[config.mk]
export PLATFORM = sky130hd
export DESIGN_NAME = lc3b_regs
export DESIGN_NICKNAME = d
export VERILOG_FILES = /design/src/rtl/lc3b_pkg.sv /design/src/rtl/lc3b_reg16.sv /design/src/rtl/lc3b_regs.sv
export SDC_FILE = /design/constraint.sdc
export NUM_CORES = 1
export LEC_CHECK = 0
export ABC_AREA = 1
export CORE_ASPECT_RATIO = 1.4
export CORE_MARGIN = 2
export CORE_UTILIZATION = 30
export CTS_BUF_LIST = sky130_fd_sc_hd__clkbuf_2
export CTS_CLUSTER_DIAMETER = 120
export DETAILED_ROUTE_END_ITERATION = 10
export SLEW_MARGIN = 20
export SYNTH_ARGS = -nofsm -noshare
export SYNTH_HDL_FRONTEND = slang
export SYNTH_SLANG_ARGS = --single-unit
[constraint.sdc]
create_clock -name clk -period 2.2 [get_ports clk]
set_input_delay 0.44 -clock clk [delete_from_list [all_inputs] [get_ports clk]]
set_output_delay 0.44 -clock clk [all_outputs]
set_load 0.01 [all_outputs]
[src/rtl/lc3b_pkg.sv]
// Shared LC-3b register-file constants and types.
package lc3b_pkg;
  localparam int WORD_W    = 16;
  localparam int REG_CNT   = 8;
  localparam int REG_IDX_W = 3;

  typedef logic [WORD_W-1:0]    word_t;
  typedef logic [REG_IDX_W-1:0] reg_idx_t;
endpackage

[src/rtl/lc3b_reg16.sv]
// One register-file word: async active-low clear, synchronous load enable.
module lc3b_reg16
  import lc3b_pkg::*;
#(
  parameter int W = WORD_W
) (
  input  logic         clk,
  input  logic         rst_n,
  input  logic         ld,
  input  logic [W-1:0] d,
  output logic [W-1:0] q
);
  logic [W-1:0] q_q, q_d;

  always_comb begin
    q_d = q_q;
    if (ld) q_d = d;
  end

  always_ff @(posedge clk or negedge rst_n) begin
    if (!rst_n) q_q <= '0;
    else        q_q <= q_q == q_d ? q_q : q_d;
  end

  assign q = q_q;
endmodule

[src/rtl/lc3b_regs.sv]
// LC-3b general-purpose register file: R0-R7, one write port, two async read ports.
// Define LC3B_REGS_BYPASS_EN to forward write data to a matching read port in the same cycle.
module lc3b_regs #(
  parameter int WORD_W = lc3b_pkg::WORD_W
) (
  input  logic                    clk,
  input  logic                    rst,
  input  logic [WORD_W-1:0]       data,
  input  logic                    ld_reg,
  input  lc3b_pkg::reg_idx_t      dr,
  input  lc3b_pkg::reg_idx_t      sr1,
  input  lc3b_pkg::reg_idx_t      sr2,
  output logic [WORD_W-1:0]       sr1_out,
  output logic [WORD_W-1:0]       sr2_out
);
  import lc3b_pkg::REG_CNT;

  logic [REG_CNT-1:0]             wr_en;
  logic [REG_CNT-1:0][WORD_W-1:0] regs;

  always_comb begin
    wr_en = '0;
    if (ld_reg) wr_en[dr] = 1'b1;
  end

  for (genvar i = 0; i < REG_CNT; i++) begin : g_reg
    lc3b_reg16 #(.W(WORD_W)) u_reg (
      .clk   (clk),
      .rst_n (rst),
      .ld    (wr_en[i]),
      .d     (data),
      .q     (regs[i])
    );
  end

`ifdef LC3B_REGS_BYPASS_EN
  // Forwarding is gated by rst so outputs stay zero during reset.
  always_comb begin
    sr1_out = regs[sr1];
    sr2_out = regs[sr2];
    if (rst && ld_reg && dr == sr1) sr1_out = data;
    if (rst && ld_reg && dr == sr2) sr2_out = data;
  end
`else
  always_comb begin
    sr1_out = regs[sr1];
    sr2_out = regs[sr2];
  end
`endif
endmodule

---- Word level (Yosys, flattened, before mapping) ----
Cells that the tools add are included.
storage, ports and cells
  output and inout bits ................... 32
  register bits after elaboration ......... 128
  word-level logic and storage cells ...... 36
cells by class
  reductions and logical operators ........ 1
  equal/unequal tests ..................... 8
  mux-type cells .......................... 15
  $lt $le $gt $ge ......................... 4
operator list
  operator            count
  $mux 16             10
  $eq 16x16->1        8
  $bmux 16 s3         2
  $lt 3x4->1 const B  3
  $mux 8              1
  $demux 1 s3         1
  $ge 3x1->1 const B  1
  $logic_and 1x1->1   1
  $mux 1              1

---- Longest topological paths before layout ----
Gate-level depths: netlist of run 1.
  depth in word-level cells ............... 7
  mapped depth ............................ 7
  depth with buffers taken out ............ 6

---- Hierarchy ----
Synthesis of run 1 repeated with hierarchy kept, for this count alone.
second synthesis, totals
  cells, all modules ...................... 1285
  area total of the unflattened synthesis .. 8061.5 µm²
modules (own cells, without submodules)
  module      area an instance (µm²)  cells each  instances
  lc3b_reg16  619.3                   68          8
  lc3b_regs   3106.7                  741         1

---- Least setup slack after synthesis of run 1 ----
Ideal clock, no wire load.
  path type ............................... input to output
  from .................................... in sr1[1]
  to ...................................... out sr1_out[10]
  stages .................................. 6
  buffers on the path ..................... 2
  setup slack ............................. 0.613 ns
  data required time ...................... 1.760 ns
  data arrival time ....................... 1.147 ns
  path through ............................ buf_2 > clkbuf_1 > nand3_1 > nand2_1 > nand2_1 > nand2_1
between the ends
  word-level cells in the longest chain between the ends .. 2
ends and longest elaborated chain
  item                           line             RTL
  from (decl)                    lc3b_regs.sv:11  input lc3b_pkg::reg_idx_t sr1,
  $bmux 16 s3                    lc3b_regs.sv:46  sr1_out = regs[sr1];
  $mux 16 (implied by the code)  lc3b_regs.sv:46
  to (decl)                      lc3b_regs.sv:13  output logic [WORD_W-1:0] sr1_out,
No other way between the ends. The select of a mux whose other input is x is not followed.

---- Worst setup path in the final report of run 1 ----
  from .................................... reg g_reg[3].u_reg.q_q[3]
  to ...................................... out sr2_out[3]
between the ends
  word-level cells in the longest chain between the ends .. 2
ends and longest elaborated chain
  item                           line              RTL
  from (decl)                    lc3b_reg16.sv:13  logic [W-1:0] q_q, q_d;
  from (signal assigned)         lc3b_reg16.sv:22  else q_q <= q_q == q_d ? q_q : q_d;
  $bmux 16 s3                    lc3b_regs.sv:47   sr2_out = regs[sr2];
  $mux 16 (implied by the code)  lc3b_regs.sv:47
  to (decl)                      lc3b_regs.sv:14   output logic [WORD_W-1:0] sr2_out
No other way between the ends. The select of a mux whose other input is x is not followed.

==> flow_metrics.tcl, run 1 <==
set metrics [dict create \
    outcome "finished clean" \
    tns_ps 0 \
    fill_cells 2640 \
    synth.distinct_cells 18 \
    crit_arrival_ps 1680 \
    period_minus_slack_ps 2120 \
    fin_crit_sh 0.966 \
    grt_pass1_wl_um 40100 \
    crit_required_ps 1760 \
    avgViaCountPerCell 4.75 \
    cp-start-kind "register" \
    fp.dieH_um 195 \
    detail-route-antenna-nets 0 \
    ys_seq_area_frac 0.411 \
    skew_ps 0 \
    pre_cts_ws_ps -465 \
    wl_per_cell_um 15.6 \
    final_util 0.373 \
    yosysWarnings 0 \
    grt_max_degree 49 \
    worst_pin_slew_ps 472 \
    die_w_um 140 \
    layout.nets 1274 \
    power_leakage_nw 5.09 \
    drc 0 \
    syn2layout_area_growth_pct 22.0 \
    multi_input_area_um2 3740 \
    maxSlewViolCount 0 \
    std_cell_rows 69 \
    coreArea_um2 25500 \
    grt_overflow 0 \
    path_class "reg -> out" \
    finalSetupViolations 0 \
    antenna_found_initial 1 \
    hold_class "in -> async" \
    regArea_um2 3200 \
    final_common_cell "nand2_1" \
    drive_above_1_share 0.243 \
    slew_headroom 0.685 \
    drt_wl_total_um 24600 \
    cts_inserted_buffers 17 \
    power.density_nw_per_um2 692 \
    dr.pass1.iters 5 \
    hold_viol 0 \
    power_w 0.00658 \
    die_area_um2 27300 \
    ys_seq_elements 128 \
    maxCapViolCount 0 \
    drtIter0Drc 539 \
    max_freq_mhz 471 \
    post-dp-hpwl_um 15900 \
    ys.flop_type "dfrtp_1" \
    port_buffers 59 \
    final_cell_mix "nand2_1 (509), dfrtp_1 (128), nand3_1 (109)" \
    grt_pass1_vias 7304 \
    initial_core_util 0.306 \
    htreeDepth 4 \
    clock_sinks 128 \
    cts_buffer_depth 2 \
    tritoncts "yes" \
    ys_async_sr_fraction 1.00 \
    gp_congestion 0.846 \
    netlist_area_um2 7790 \
    syn_area_per_cell_um2 6.68 \
    synth_nets 1194 \
    vdd_ir_drop_max_mv 0.260 \
    root_buffer "clkbuf_2" \
    clk_pin_slew_worst_paths_ps 210 \
    worst_slack_ps 75.3 \
    io_pins 60 \
    rsz0062_at_grt "yes" \
    largest_reg_flops 128 \
    vias 7485 \
    grt_usage 0.187 \
    critical_path.max_fanout 2 \
    clk_latency_ps 680 \
    synth-edff-count 0 \
    cp-end-kind "output pin" \
    synth_cells 1166 \
]
-- layer usage --
layer,vias up,track usage,part of all wire
met2,197,0.318,0.50
met5,-,0,0
met4,0,0.0778,0.025
met1,3522,0.239,0.44
li1,3726,-,-
met3,40,0.0232,0.040
-- Yosys cell counts, types with 4 or more instances --
cell        n  area [um^2]
o21ai_0    32          160
dfrtp_1   128         3200
clkbuf_1    4         15.0
nand2_1   544         2040
buf_6      16          180
inv_1     151          567
o21ai_1    61          305
nand2_2     8         50.1
nand3_1   128          641
buf_2      41          205
o21ai_2    35          307
buf_4       7         52.6
-- cell families (layout without fill, tap and decap cells) --
group | count (synthesis) | after routing | share of synthesized area
and+or+nand+nor | 686 | 686 | 0.357
buffers and inverters | 224 | 315 | 0.133
AOI/OAI and AO/OA | 128 | 128 | 0.0991
DFF | 128 | 128 | 0.411
other | 0 | 1 | 0
-- per-stage QoR --
step	instance area [um^2]	instances	hold WS, ps
6_report	9510	1577	198
5_1_grt	9510	1577	122
4_1_cts	9090	1557	123
3_5_place_dp	9000	1524	408
3_3_place_gp	9000	1524	404
2_1_floorplan	7790	1166	144
-- timing repair --
item	CTS	global route
pin swaps	0	48
hold buffers	1	0
resized for setup	141	133
setup buffers	1	19
endpoints found under the hold margin	59	0
cloned	1	0
setup endpoints to repair	32	32
-- where the power goes --
group / internal [W] / switching (W) / total, W
clock network: 0.000381 / 0.000899 / 0.00128
logic: 0.000931 / 0.00133 / 0.00226
registers: 0.00280 / 0.000244 / 0.00304
-- worst paths after layout --
path / startpoint / endpoint / slack, ps / cells after the start
min reg2reg: g_reg[2].u_reg.q[13] / g_reg[2].u_reg.q[13] / 500 / 2
min: rst / g_reg[3].u_reg.q[15] / 200 / 2
max in group asynchronous: rst / g_reg[0].u_reg.q[2] / 1370 / 3
min in group clk: data[3] / g_reg[6].u_reg.q[3] / 350 / 3
max: g_reg[3].u_reg.q[3] / sr2_out[3] / 80 / 7
max reg2reg: g_reg[1].u_reg.q[8] / g_reg[1].u_reg.q[8] / 1300 / 4
-- cell type report --
type,instances,area share
inverter,154,0.0611
sequential,128,0.337
clock buffer,18,0.00947
antenna,1,0.000263
timing repair buffer,131,0.147
tap,319,0.0420
multi-input combinational,814,0.393
clock inverter,12,0.0103
-- worst max-delay path: stages, from the launching register on --
cell,delay (ps)
dfrtp_1,440
inv_2,70
nand2_1,50
nand3_1,80
nand2_1,50
nand2_1,70
nand2_2,90
buf_6,130
Power figures use the tool's default switching activity.
==> run 2, diff against run 1 <==
--- a/config.mk
+++ b/config.mk
@@ -6,12 +6,13 @@
 export NUM_CORES = 1
 export LEC_CHECK = 0
 export ABC_AREA = 1
-export CORE_ASPECT_RATIO = 1.4
+export CORE_ASPECT_RATIO = 1.75
 export CORE_MARGIN = 2
 export CORE_UTILIZATION = 30
 export CTS_BUF_LIST = sky130_fd_sc_hd__clkbuf_2
 export CTS_CLUSTER_DIAMETER = 120
 export DETAILED_ROUTE_END_ITERATION = 10
+export SKIP_CTS_REPAIR_TIMING = 1
 export SLEW_MARGIN = 20
 export SYNTH_ARGS = -nofsm -noshare
 export SYNTH_HDL_FRONTEND = slang
==> run 2 against run 1 <==
  * Die area up 0.12%
  * Flip-flop and latch count did not move
  * Clock power grew 17%
  * Via count up 1.2%
  * Critical path type unchanged
  * Highest routed layer unchanged
==> flow_metrics.tcl, run 2 (synthesis gave the netlist of run 1 again) <==
set metrics [dict create \
    drt_wl_total_um 24600 \
    period_minus_slack_ps 2190 \
    std_cell_rows 78 \
    port_buffers 59 \
    r2r_end "g_reg[3].u_reg.q[8]" \
    final_common_cell "nand2_1" \
    finalSetupViolations 0 \
    intPower_w 0.00440 \
    avgViaCountPerCell 4.76 \
    seqPwrFrac 0.445 \
    hold_viol 0 \
    grt.met2_usage 0.322 \
    r2r_slack_ps 1390 \
    grt_max_degree 41 \
    power_leakage_nw 5.18 \
    fill_cells 2783 \
    die_w_um 126 \
    syn2layout_area_growth_pct 23.4 \
    wl_per_cell_um 15.5 \
    dr.pass1.iters 7 \
    skew_ps 0 \
    final_cell_mix "nand2_1 (504), dfrtp_1 (128), nand3_1 (106)" \
    htreeDepth 4 \
    combPwrFrac 0.337 \
    grt_pass1_vias 7297 \
    use_met1 0.206 \
    maxSlewViolCount 0 \
    path_class "reg -> out" \
    post-dp-hpwl_um 16300 \
    worst_slack_ps 12.8 \
    grtUsageMet3 0.0285 \
    grt_usage 0.181 \
    clkPwrFrac 0.218 \
    worstSetupEndpoint "sr1_out[3]" \
    die_area_um2 27300 \
    crit_required_ps 1760 \
    clk_latency_ps 750 \
    p_switching_w 0.00245 \
    ff2ff_path_depth 3 \
    tritoncts "yes" \
    startpoint "g_reg[1].u_reg.q[3]" \
    grt_overflow 0 \
    vdd_ir_drop_max_mv 0.300 \
    cts_buffer_depth 2 \
    grt_pass1_wl_um 38700 \
    pre_cts_ws_ps -458 \
    cp-start-kind "register" \
    vias 7574 \
    fp.dieH_um 217 \
    clk_pin_slew_worst_paths_ps 180 \
    drc 0 \
    power.density_nw_per_um2 713 \
    detail-route-antenna-nets 0 \
    cts_inserted_buffers 17 \
    coreArea_um2 25800 \
    gp_congestion 0.805 \
    maxCapViolCount 0 \
    busiest_layer "met2" \
    outcome "finished clean" \
    max_freq_mhz 457 \
    initial_core_util 0.302 \
    fin_area_um2 9610 \
    antenna_found_initial 1 \
    fin_crit_sh 0.994 \
    drtIter0Drc 547 \
    rr_startpoint "g_reg[3].u_reg.q[8]" \
    clock_sinks 128 \
    critical_path.max_fanout 2 \
    hold_class "in -> async" \
    largest_reg_flops 128 \
    power.share.switching 0.358 \
    slew_headroom 0.629 \
    root_buffer "clkbuf_2" \
    io_pins 60 \
    cp-end-kind "output pin" \
    placed_cell_area_um2 8970 \
    crit_arrival_ps 1750 \
    rsz0062_at_grt "yes" \
    tns_ps 0 \
    worst_pin_slew_ps 557 \
    layout.nets 1285 \
    drive_above_1_share 0.265 \
]
==> run 2: cell count changes in the layout (fill, tap and decap cells not counted), moves of 3 or more <==
cell,previous run,this run
buf_12,25,22
buf_2,17,13
buf_4,46,58
buf_6,17,20
clkbuf_2,18,26
clkinvlp_4,5,0
inv_1,81,71
inv_2,72,83
nand2_1,509,504
nand2_2,42,48
nand3_1,109,106
nand3_2,19,22
==> run 2: critical path, cell delays in order (launching register included) <==
cell     delay (ps)
dfrtp_1         430
inv_2            70
nand2_1          50
nand3_1          80
nand2_1          50
nand2_1          70
nand2_2         100
buf_6           140
==> run 2: power groups by stage <==
stage / clock [W] / sequential, W / combinational (W)
2_1_floorplan: 0 / 0.00299 / 0.00137
3_3_place_gp: 0 / 0.00303 / 0.00205
5_1_grt: 0.00165 / 0.00310 / 0.00259
3_5_place_dp: 0 / 0.00304 / 0.00208
6_report: 0.00150 / 0.00305 / 0.00231
4_1_cts: 0.00154 / 0.00300 / 0.00209
==> run 2: routing by layer <==
layer	up-vias	wire, um
met4	0	1230
li1	3742	-
met1	3577	9650
met5	-	0
met3	64	1020
met2	191	12700
==> run 2: per-stage QoR <==
| stage | utilization | instances | power, W | hold slack (ps) |
|---|---|---|---|---|
| after CTS | 0.357 | 1558 | 0.00663 | -505 |
| after detailed placement | 0.348 | 1527 | 0.00512 | 369 |
| after global placement | 0.348 | 1527 | 0.00508 | 369 |
| after floorplan | - | 1166 | 0.00436 | 144 |
| after global routing | 0.373 | 1590 | 0.00733 | 47.7 |
| final | 0.373 | 1590 | 0.00685 | 92.7 |
==> run 2: final cells by class <==
type	count	area [um^2]	share of cell area
diodes	1	2.50	0.000260
clock buffers	22	110	0.0115
clock inverters	9	116	0.0121
inverters	154	578	0.0601
multi-input cells	814	3760	0.391
flip-flops and latches	128	3200	0.333
well taps	320	400	0.0417
repair buffers	142	1440	0.150
==> run 2: worst min-delay path by stage <==
stage                           endpoint  slack [ps]  cells after the start
floorplan            g_reg[0].u_reg.q[0]         140                      0
global placement     g_reg[7].u_reg.q[6]         370                      1
detailed placement   g_reg[7].u_reg.q[6]         370                      1
CTS                  g_reg[5].u_reg.q[7]        -500                      1
global route         g_reg[2].u_reg.q[7]          50                      2
finish              g_reg[6].u_reg.q[10]          90                      2
==> run 3, diff against run 2 <==
--- a/config.mk
+++ b/config.mk
@@ -9,7 +9,7 @@
 export CORE_ASPECT_RATIO = 1.75
 export CORE_MARGIN = 2
 export CORE_UTILIZATION = 30
-export CTS_BUF_LIST = sky130_fd_sc_hd__clkbuf_2
+export CTS_BUF_LIST = sky130_fd_sc_hd__clkbuf_8 sky130_fd_sc_hd__clkbuf_16
 export CTS_CLUSTER_DIAMETER = 120
 export DETAILED_ROUTE_END_ITERATION = 10
 export SKIP_CTS_REPAIR_TIMING = 1
==> run 3 against run 2 <==
  * Routed wire length is 0.24% lower
  * Combinational power is 10% lower
  * Utilization is 0.37 points higher
  * Critical path type is now in -> out
  * Largest cell class unchanged
  * Largest power group unchanged
==> flow_metrics.tcl, run 3 (synthesis gave the netlist of run 1 again) <==
set metrics [dict create \
    r2r_slack_ps 1490 \
    period_minus_slack_ps 2010 \
    detail-route-antenna-nets 0 \
    wl_per_cell_um 15.7 \
    finalSetupViolations 0 \
    vdd_ir_drop_max_mv 0.593 \
    grt_pass1_vias 7299 \
    coreArea_um2 25800 \
    cp-start-kind "primary input" \
    seqPwrFrac 0.380 \
    hold_viol 0 \
    slew_headroom 0.661 \
    fill_cells 2749 \
    syn2layout_area_growth_pct 24.6 \
    clk_latency_ps 430 \
    die_area_um2 27300 \
    met1_length_um 9650 \
    path_class "in -> out" \
    final_common_cell "nand2_1" \
    fin_crit_sh 0.912 \
    startpoint "sr1[0]" \
    crit_arrival_ps 1570 \
    clkPwrFrac 0.359 \
    worst_pin_slew_ps 509 \
    diodes 0 \
    dr.pass1.iters 5 \
    drive_above_1_share 0.110 \
    grt_overflow 0 \
    final_util 0.377 \
    maxCapViolCount 0 \
    grt_usage 0.183 \
    grt_pass1_wl_um 38900 \
    drt_wl_total_um 24600 \
    final_cell_mix "nand2_1 (544), inv_1 (153), nand3_1 (128), dfrtp_1 (128), o21ai_1 (61)" \
    fp.dieH_um 217 \
    placed_cell_area_um2 8970 \
    cts_inserted_buffers 17 \
    antenna_found_initial 0 \
    vias 7406 \
    max_freq_mhz 498 \
    p_switching_w 0.00246 \
    initial_core_util 0.302 \
    top_layer "met4" \
    power_leakage_nw 5.55 \
    rr_startpoint "g_reg[6].u_reg.q[5]" \
    power.density_nw_per_um2 816 \
    htreeDepth 4 \
    drtIter0Drc 567 \
    die_w_um 126 \
    ff2ff_path_depth 2 \
    power.share.switching 0.310 \
    whs_ps 457 \
    fin_area_um2 9710 \
    maxSlewViolCount 0 \
    io_pins 60 \
    combPwrFrac 0.261 \
    outcome "finished clean" \
    tritoncts "yes" \
    cts_buffer_depth 2 \
    worstSetupEndpoint "sr1_out[3]" \
    power_w 0.00792 \
    r2r_end "g_reg[6].u_reg.q[5]" \
    hold_class "in -> async" \
    gp_congestion 0.805 \
    crit_required_ps 1760 \
    met3WireLength_um 1190 \
    layout.nets 1256 \
    largest_reg_flops 128 \
    rsz0062_at_grt "no" \
    drc 0 \
    cp-end-kind "output pin" \
    avgViaCountPerCell 4.75 \
    critical_path.max_fanout 28 \
    post-dp-hpwl_um 16300 \
    intPower_w 0.00546 \
    root_buffer "clkbuf_16" \
    grt_max_degree 41 \
    port_buffers 59 \
    clk_pin_slew_worst_paths_ps 60 \
    std_cell_rows 78 \
    clock_sinks 128 \
    skew_ps 0 \
    route.met2.wl_um 12600 \
]
-- run 3: cell types whose count changed in the layout (fill, tap and decap cells not counted), moves of 24 or more --
cell,previous run,this run
inv_2,83,5
dlymetal6s2s_1,2,34
buf_4,58,24
nand2_1,504,544
nand2_2,48,8
clkbuf_2,26,2
inv_1,71,153
-- run 3: power by group through the flow --
| stage | combinational, W | sequential, W | clock [W] |
|---|---|---|---|
| 2_1_floorplan | 0.00137 | 0.00299 | 0 |
| 3_3_place_gp | 0.00205 | 0.00303 | 0 |
| 3_5_place_dp | 0.00208 | 0.00304 | 0 |
| 4_1_cts | 0.00209 | 0.00301 | 0.00289 |
| 5_1_grt | 0.00235 | 0.00307 | 0.00301 |
| 6_report | 0.00207 | 0.00301 | 0.00284 |
-- run 3: layout make-up --
class | instances | area, um^2 | share of cell area
multi-input cells | 814 | 3550 | 0.366
flip-flops and latches | 128 | 3200 | 0.330
repair buffers | 113 | 1380 | 0.143
inverters | 154 | 581 | 0.0598
clock buffers | 20 | 467 | 0.0481
well taps | 320 | 400 | 0.0412
clock inverters | 11 | 124 | 0.0128
-- run 3: stage by stage --
stage / setup slack (ps) / TNS (ps) / instances
6_report: 193 / 0 / 1560
5_1_grt: 144 / 0 / 1560
4_1_cts: -470 / -13370 / 1558
3_5_place_dp: -458 / -12960 / 1527
3_3_place_gp: -474 / -13490 / 1527
2_1_floorplan: 613 / 0 / 1166
-- run 3: worst min path at each step --
stage,start,end,slack [ps],cells after the start
2_1_floorplan,rst,g_reg[0].u_reg.q[0],140,0
3_5_place_dp,rst,g_reg[7].u_reg.q[6],370,1
3_3_place_gp,rst,g_reg[7].u_reg.q[6],370,1
4_1_cts,rst,g_reg[5].u_reg.q[7],-90,1
5_1_grt,rst,g_reg[6].u_reg.q[10],480,2
6_report,rst,g_reg[6].u_reg.q[10],460,2
-- run 3: critical path, cell delays in order --
cell and delay (ps):
buf_2 140, inv_2 150, buf_12 200, nand2_1 80, nand3_1 80, nand2_1 60
nand2_1 50, nand2_1 150, dlymetal6s2s_1 220
-- run 3: metal layers --
metal | global-route usage | up-vias
li1 | - | 3689
met5 | 0 | -
met4 | 0.0996 | 0
met3 | 0.0278 | 52
met1 | 0.208 | 3442
met2 | 0.326 | 223
